===== src/rtl/mo_mul_arb.sv =====
// Round-robin front end that shares one external mo_mul pipeline between N_REQ requesters,
// tags each issued operation with its owner and routes the result back; supports flush/drain.
`ifndef DATA_WIDTH
`define DATA_WIDTH 12
`endif

module mo_mul_arb #(
    parameter int N_REQ = 2,
    parameter int LAT   = `DATA_WIDTH + 2,
    parameter int DW    = `DATA_WIDTH
) (
    input  logic                      clk,
    input  logic                      rst,
    input  logic [N_REQ-1:0]          req_valid,
    output logic [N_REQ-1:0]          req_ready,
    input  logic [N_REQ-1:0][DW-1:0]  req_a,
    input  logic [N_REQ-1:0][DW-1:0]  req_b,
    input  logic                      flush,
    output logic                      flush_done,
    output logic [DW-1:0]             mul_a,
    output logic [DW-1:0]             mul_b,
    input  logic [DW-1:0]             mul_result,
    output logic [N_REQ-1:0]          resp_valid,
    output logic [DW-1:0]             resp_data,
    output logic                      busy,
    output logic [1:0]                state
);

    // Handshake: a requester holds req_valid and its operands until req_ready is seen;
    // req_ready is a pure grant, so req_valid & req_ready in a cycle is one accept.

    localparam int IW = (N_REQ > 1) ? $clog2(N_REQ) : 1;

    localparam logic [1:0] ST_RUN   = 2'd0;
    localparam logic [1:0] ST_DRAIN = 2'd1;
    localparam logic [1:0] ST_DONE  = 2'd2;

    logic [IW-1:0] rr;
    logic [IW-1:0] grant_id;
    logic          grant_any;
    logic [LAT:0]  sr_valid;
    logic [IW-1:0] sr_id [0:LAT];

    always_comb begin
        int idx;
        grant_any = 1'b0;
        grant_id  = '0;
        idx       = 0;
        if (state == ST_RUN && !rst) begin
            for (int k = 0; k < N_REQ; k++) begin
                idx = int'(rr) + k;
                if (idx >= N_REQ) idx = idx - N_REQ;
                if (!grant_any && req_valid[idx]) begin
                    grant_any = 1'b1;
                    grant_id  = idx[IW-1:0];
                end
            end
        end
    end

    always_comb begin
        req_ready = '0;
        if (grant_any) req_ready[grant_id] = 1'b1;
    end

    always_ff @(posedge clk or posedge rst) begin
        if (rst) begin
            state    <= ST_RUN;
            rr       <= '0;
            sr_valid <= '0;
            mul_a    <= '0;
            mul_b    <= '0;
            for (int k = 0; k <= LAT; k++) sr_id[k] <= '0;
        end else begin
            mul_a    <= grant_any ? req_a[grant_id] : '0;
            mul_b    <= grant_any ? req_b[grant_id] : '0;
            // Ownership tag travels alongside the operation; slot LAT lines up with mul_result.
            sr_valid <= {sr_valid[LAT-1:0], grant_any};
            sr_id[0] <= grant_id;
            for (int k = 1; k <= LAT; k++) sr_id[k] <= sr_id[k-1];
            if (grant_any) rr <= (grant_id == IW'(N_REQ - 1)) ? '0 : grant_id + 1'b1;
            case (state)
                ST_RUN:   if (flush) state <= ST_DRAIN;
                ST_DRAIN: if (!busy) state <= ST_DONE;
                ST_DONE:  if (!flush) state <= ST_RUN;
                default:  state <= ST_RUN;
            endcase
        end
    end

    assign busy       = |sr_valid;
    assign flush_done = (state == ST_DONE) && !rst;
    assign resp_data  = sr_valid[LAT] ? mul_result : '0;

    always_comb begin
        resp_valid = '0;
        if (sr_valid[LAT]) resp_valid[sr_id[LAT]] = 1'b1;
    end

endmodule


===== config.mk =====
export PLATFORM = sky130hd
export DESIGN_NAME = mo_mul_arb
export DESIGN_NICKNAME = d
export VERILOG_FILES = /design/src/rtl/mo_mul_arb.sv
export SDC_FILE = /design/constraint.sdc
export NUM_CORES = 1
export LEC_CHECK = 0
export BUFFER_PORTS_ARGS = -buffer_cell sky130_fd_sc_hd__clkbuf_2
export CORE_UTILIZATION = 43
export CTS_CLUSTER_SIZE = 16
export DETAILED_ROUTE_END_ITERATION = 7
export MAX_ROUTING_LAYER = met4
export PLACE_DENSITY = 0.77
export SYNTH_ARGS = -nofsm -noshare
export SYNTH_HDL_FRONTEND = slang
export SYNTH_SLANG_ARGS = --single-unit

===== constraint.sdc =====
create_clock -name clk -period 1.9 [get_ports clk]
set_input_delay 0.38 -clock clk [delete_from_list [all_inputs] [get_ports clk]]
set_output_delay 0.38 -clock clk [all_outputs]
set_load 0.1 [all_outputs]

==> results of run 1 <==
==> synthesized netlist by cell type <==
| master | instances |
|---|---|
| or2b_2 | 1 |
| a21oi_1 | 1 |
| nor2b_1 | 1 |
| dfrtp_1 | 57 |
| buf_4 | 1 |
| a21boi_0 | 1 |
| nor4_1 | 3 |
| nor2_1 | 1 |
| nand4_1 | 1 |
| inv_1 | 1 |
| and2_1 | 13 |
| a22o_1 | 13 |
| nor3b_1 | 1 |
| a31oi_1 | 1 |
| buf_6 | 5 |
| nand2_1 | 1 |
| nand3_1 | 2 |
| nand2b_1 | 1 |
| and3_2 | 1 |
| a22o_2 | 11 |
| clkbuf_1 | 1 |
| nor3_1 | 1 |
| and3_1 | 2 |
| and2b_2 | 1 |
| o21a_1 | 1 |
| nand3b_1 | 1 |
| o21ai_0 | 1 |
| nor3_4 | 1 |
==> cells by family (layout without fill, tap and decap cells) <==
group                  count (synthesis)  after routing  synth area share
flip-flops                            57             57            0.7266
AND/OR/NAND/NOR                       32             32            0.1071
AO/OA/AOI/OAI                         29             29            0.1300
buffers and inverters                  8            131           0.03632
==> layout by cell type, fill, tap and decap left out, types with 2 or more instances in the layout <==
| cell type | synthesis | routed |
|---|---|---|
| buf_4 | 1 | 7 |
| buf_12 | 0 | 4 |
| a22o_1 | 13 | 13 |
| clkbuf_2 | 0 | 103 |
| nand3_1 | 2 | 2 |
| clkbuf_8 | 0 | 10 |
| dfrtp_2 | 0 | 2 |
| dfrtp_1 | 57 | 55 |
| and2_1 | 13 | 13 |
| clkinvlp_4 | 0 | 2 |
| a22o_2 | 11 | 11 |
| clkinv_2 | 0 | 2 |
==> flip-flops by register name, indices dropped and copies added (netlist names) <==
| signal | cells |
|---|---|
| mul_a | 12 |
| mul_b | 12 |
| rr | 1 |
| sr_id | 15 |
| sr_valid | 15 |
| state | 2 |
==> through the flow <==
| step | hold slack, ns | cells |
|---|---|---|
| 2_1_floorplan | 0.3312 | 126 |
| 3_3_place_gp | 0.3318 | 283 |
| 3_5_place_dp | 0.3418 | 283 |
| 4_1_cts | 0.1024 | 301 |
| 5_1_grt | 0.1174 | 301 |
| 6_report | 0.1009 | 301 |
==> worst max-delay path by stage <==
stage	startpoint	to	slack, ns	cells past startpoint
final	sr_valid[7]$_DFF_PP0_	busy	0.08	3
after floorplan	sr_valid[14]$_DFF_PP0_	state[0]$_DFFE_PP0P_	-0.34	3
after global placement	rst	req_ready[0]	0.29	4
after CTS	state[1]$_DFFE_PP0P_	req_ready[0]	0.03	3
after detailed placement	sr_valid[14]$_DFF_PP0_	busy	0.24	3
after global routing	sr_valid[2]$_DFF_PP0_	busy	0.003	3
==> area by class of cell <==
cell class	count	area, sq um
Sequential cell	57	1429
Inverter	1	3.754
Fill cell	335	1536
Multi-Input combinational cell	61	505.5
Tap cell	52	65.06
Clock buffer	11	141.4
Timing Repair Buffer	114	648.1
Clock inverter	5	55.05
==> routing by layer <==
metal / track usage / vias to the layer above / part of all wire
met4: 0.08844 / 0 / 0.012
li1: - / 683 / -
met2: 0.2891 / 83 / 0.50
met5: - / - / 0
met3: 0.07849 / 6 / 0.090
met1: 0.2213 / 672 / 0.40
==> power by group through the flow <==
stage          Combinational (W)  Clock, W  Sequential (W)
3_5_place_dp             0.00179         0         0.00161
2_1_floorplan           0.000783         0         0.00226
5_1_grt                  0.00190   0.00118         0.00164
3_3_place_gp             0.00178         0         0.00160
6_report                 0.00183   0.00108         0.00161
4_1_cts                  0.00183   0.00111         0.00160
==> repair_timing <==
action / CTS / global route
setup endpoints to repair: 3 / 3
pin swaps: 3 / 3
setup buffers: 2 / 0
resized for setup: 3 / 2
endpoints found under the hold margin: 0 / 0
==> qor.txt, run 1 <==
Final non-filler cell area - 2848 sq um
R2R Setup Slk - 0.43 ns
DRT Pass-1 Iters - 5
Fin. Hold Viols - 0
Leak Pwr - 1.584 nW
Post-layout util - 0.6495
Clock Sinks - 57
Via density - 4.797
Largest net degree at the start of global routing - 41
Worst Tran Pin Value - 0.5665 ns
Drt wl/cell - 13.47 um
Data required, critical path - 1.52 ns
Fmax achieved - 550.2 MHz
GRT Total Usage - 0.1905
Gr ovfl total - 0
TNS Setup - 0 ns
Net Sw Frac - 0.4429
CTS H-tree lvls - 3
Post-route ant nets - 0
Fin crit period - 1.817 ns
Cell Area, Synth - 1963 sq um
Register area share after synthesis - 0.7266
Pins Over Slew Limit - 0
Placed Area - 2609 sq um
R2R Path End - mul_a[1]$_DFF_PP0_
Endpoints failing setup - 0
Unrepaired setup endpoints after global routing - true
Vias in the first global route - 1398
Max Fanout on Critical Path - 2
Pint - 0.002520 W
Seq cells post-synth - 57
Power, Total - 0.004522 W
Avg Cell Area, Syn - 15.58 sq um
R2R cell count - 5
Hold buffers post-CTS - 0
CP Cell Sequence - nor4_1 > nand4_1 > buf_12
Via count - 1444
I/O Pins - 109
DP Wirelength - 3.019 mm
Critical path startpoint category - register
Slowest CP cell - dfrtp_1
Worst slack at placement - 0.2393 ns
Setup crit end kind - primary output
Initial core utilization - 0.4478
Tcrit/Tclk final - 0.9565
DRT iter0 DRCs - 37
Slew HR - 0.6240
Clock tree buffer depth - 2
R2R Path Start - state[0]$_DFFE_PP0P_
Clock power share - 0.239
Worst vdd ir - 0.6828 mV
TritonCTS clock tree - yes
# rows - 24
Pwr dens - 1588 nW/um^2
Data arrival, critical path - 1.44 ns
Share of the synthesized area in the top cell type - 0.7266
Initial antenna violation count - 0
Worst hold path class - in2async
Crit-path leading delay family - simple AND/OR/NAND/NOR gates
Netlist cell types - 28
Synth Instances - 126
Outcome - finished, final reports clean
Root buf cell - clkbuf_8
Final Net Count - 309
Psw - 0.002003 W
Sequential Power Share - 0.357
CP max stage delay - 0.38 ns
Clock latency on the worst-skew pair - 0.32 ns
Warnings from Yosys - 0
Critical path class - reg2out
Syn nets - 191
WP buf/inv - 1
Core box area - 4384 sq um
Layout cells sized above 1 - 0.6104
Comb pwr share - 0.405
CTS buffer count - 9
First-pass GRT wire length - 6.423 mm
Area delta synth->final - 45.06%
Final wirelength - 4.054 mm
PnR worst setup slack - 0.08261 ns
DRC - 0
Die Area - 4839 sq um
CTS clock-pin slew for the worst setup and hold paths - 0.07 ns
Setup Skew - 0.009688 ns
IO Port Bufs - 108
# diodes - 0
Synth area leaders - dfrtp_1 (73%), a22o_1 (5.8%), a22o_2 (5.6%)
Area leader, netlist - dfrtp_1
Die width - 69.57 um
Die height - 69.57 um
Gpl congestion - 0.7162
Maxcap violations - 0
(Power assumes the default switching activity.)
==> run 2, diff against run 1 <==
CELL_PAD_IN_SITES_DETAIL_PLACEMENT = 1   (was default)
CELL_PAD_IN_SITES_GLOBAL_PLACEMENT = 1   (was default)
CORE_UTILIZATION = 33   (was 43)
==> qor.txt, run 2 (synthesized netlist as in run 1, its figures left out) <==
Setup crit end kind - primary output
Clock tree buffer depth - 2
# rows - 27
# diodes - 0
TritonCTS clock tree - yes
Gpl congestion - 0.7832
Pwr dens - 1592 nW/um^2
Setup Skew - 0.005613 ns
R2R Path End - mul_a[3]$_DFF_PP0_
Tcrit/Tclk final - 0.9711
R2R Setup Slk - 0.36 ns
IO Port Bufs - 108
Non-Filler Instances - 322
Via density - 4.640
Root buf cell - clkbuf_8
Clock latency on the worst-skew pair - 0.31 ns
CTS buffer count - 9
I/O Pins - 109
Commonest non-fill, non-tap cells in the layout - clkbuf_2 (91), dfrtp_1 (56), buf_4 (20)
Outcome - finished, final reports clean
Critical path startpoint category - register
Maxcap violations - 0
Clock Sinks - 57
Final Net Count - 310
Worst slack at placement - 0.1882 ns
Fin crit period - 1.845 ns
Slew HR - 0.6244
Hold buffers post-CTS - 0
CTS H-tree lvls - 3
Via count - 1494
Post-layout util - 0.5181
Initial core utilization - 0.3501
DRT iter0 DRCs - 110
Vias in the first global route - 1643
Worst hold path class - in2async
Worst Setup SP - sr_valid[8]$_DFF_PP0_
Drt wl/cell - 15.34 um
CTS clock-pin slew for the worst setup and hold paths - 0.06 ns
Commonest non-fill, non-tap cell in the layout - clkbuf_2
R2R Path Start - state[1]$_DFFE_PP0P_
Placed cells - 303
Endpoints failing setup - 0
Gr ovfl total - 0
DRT Pass-1 Iters - 3
PnR worst setup slack - 0.05497 ns
Leak Pwr - 1.606 nW
Unrepaired setup endpoints after global routing - true
Critical path class - reg2out
Die width - 79.13 um
Area delta synth->final - 47.99%
Biggest regs - sr_id x15, sr_valid x15
GRT Total Usage - 0.1750
Worst vdd ir - 0.5981 mV
Crit path to - busy
Worst Tran Pin Value - 0.5658 ns
Initial antenna violation count - 0
DP Wirelength - 3.803 mm
Largest net degree at the start of global routing - 46
Pins Over Slew Limit - 0
Final wirelength - 4.938 mm
Fmax achieved - 542.0 MHz
Post-route ant nets - 0
Data required, critical path - 1.52 ns
Die Area - 6262 sq um
Data arrival, critical path - 1.47 ns
Fin. Hold Viols - 0
First-pass GRT wire length - 7.797 mm
R2R cell count - 5
Max Fanout on Critical Path - 2
DRC - 0
Layout cells sized above 1 - 0.6000
Core box area - 5608 sq um
Die height - 79.13 um
[run 2: area by class of cell]
class / count / area (sq um)
Fill cell: 610 / 2703
Sequential cell: 57 / 1428
Timing Repair Buffer: 115 / 685.7
Multi-Input combinational cell: 61 / 490.5
Clock buffer: 14 / 172.7
Tap cell: 72 / 90.09
Clock inverter: 2 / 35.03
Inverter: 1 / 3.754
[run 2: worst max-delay path, cell delays in order (launching register included)]
cell	delay, ns
dfrtp_1	0.39
nor4_2	0.30
nand4_1	0.22
buf_12	0.23
[run 2: how the worst min path moves through the flow]
stage,slack (ns),end,depth (start not counted)
2_1_floorplan,0.33,sr_id[0]$_DFF_PP0_,0
3_3_place_gp,0.34,sr_id[10]$_DFF_PP0_,0
3_5_place_dp,0.34,sr_id[13]$_DFF_PP0_,0
4_1_cts,0.07,mul_a[3]$_DFF_PP0_,2
5_1_grt,0.1,mul_a[6]$_DFF_PP0_,2
6_report,0.07,mul_a[8]$_DFF_PP0_,2
[run 2: what timing repair did]
action	CTS	global route
resized for setup	2	1
setup endpoints to repair	3	2
pin swaps	2	2
setup buffers	2	1
[run 2: stage by stage]
stage / cell area (sq um) / setup TNS, ns / hold slack, ns / power (W)
final: 2905 / 0 / 0.06957 / 0.004626
after global routing: 2905 / -0.05172 / 0.09556 / 0.004817
after CTS: 2894 / 0 / 0.07011 / 0.004661
after detailed placement: 2664 / 0 / 0.3363 / 0.003463
after global placement: 2664 / 0 / 0.3355 / 0.003411
after floorplan: 1978 / -2.812 / 0.3312 / 0.003043
[run 2: power breakdown]
group	total (W)	internal, W	leakage, nW	switching, W
Sequential	0.00159	0.00144	0.771	0.000149
Combinational	0.00188	0.000461	0.728	0.00142
Clock	0.00115	0.000713	0.107	0.000439
[run 2: layer usage]
layer  up-vias  part of all wire  track usage
li1        686                 -            -
met1       716              0.39       0.1936
met2        87              0.50       0.2922
met3         5             0.099      0.05977
met4         0             0.010      0.06545
met5         -                 0            -
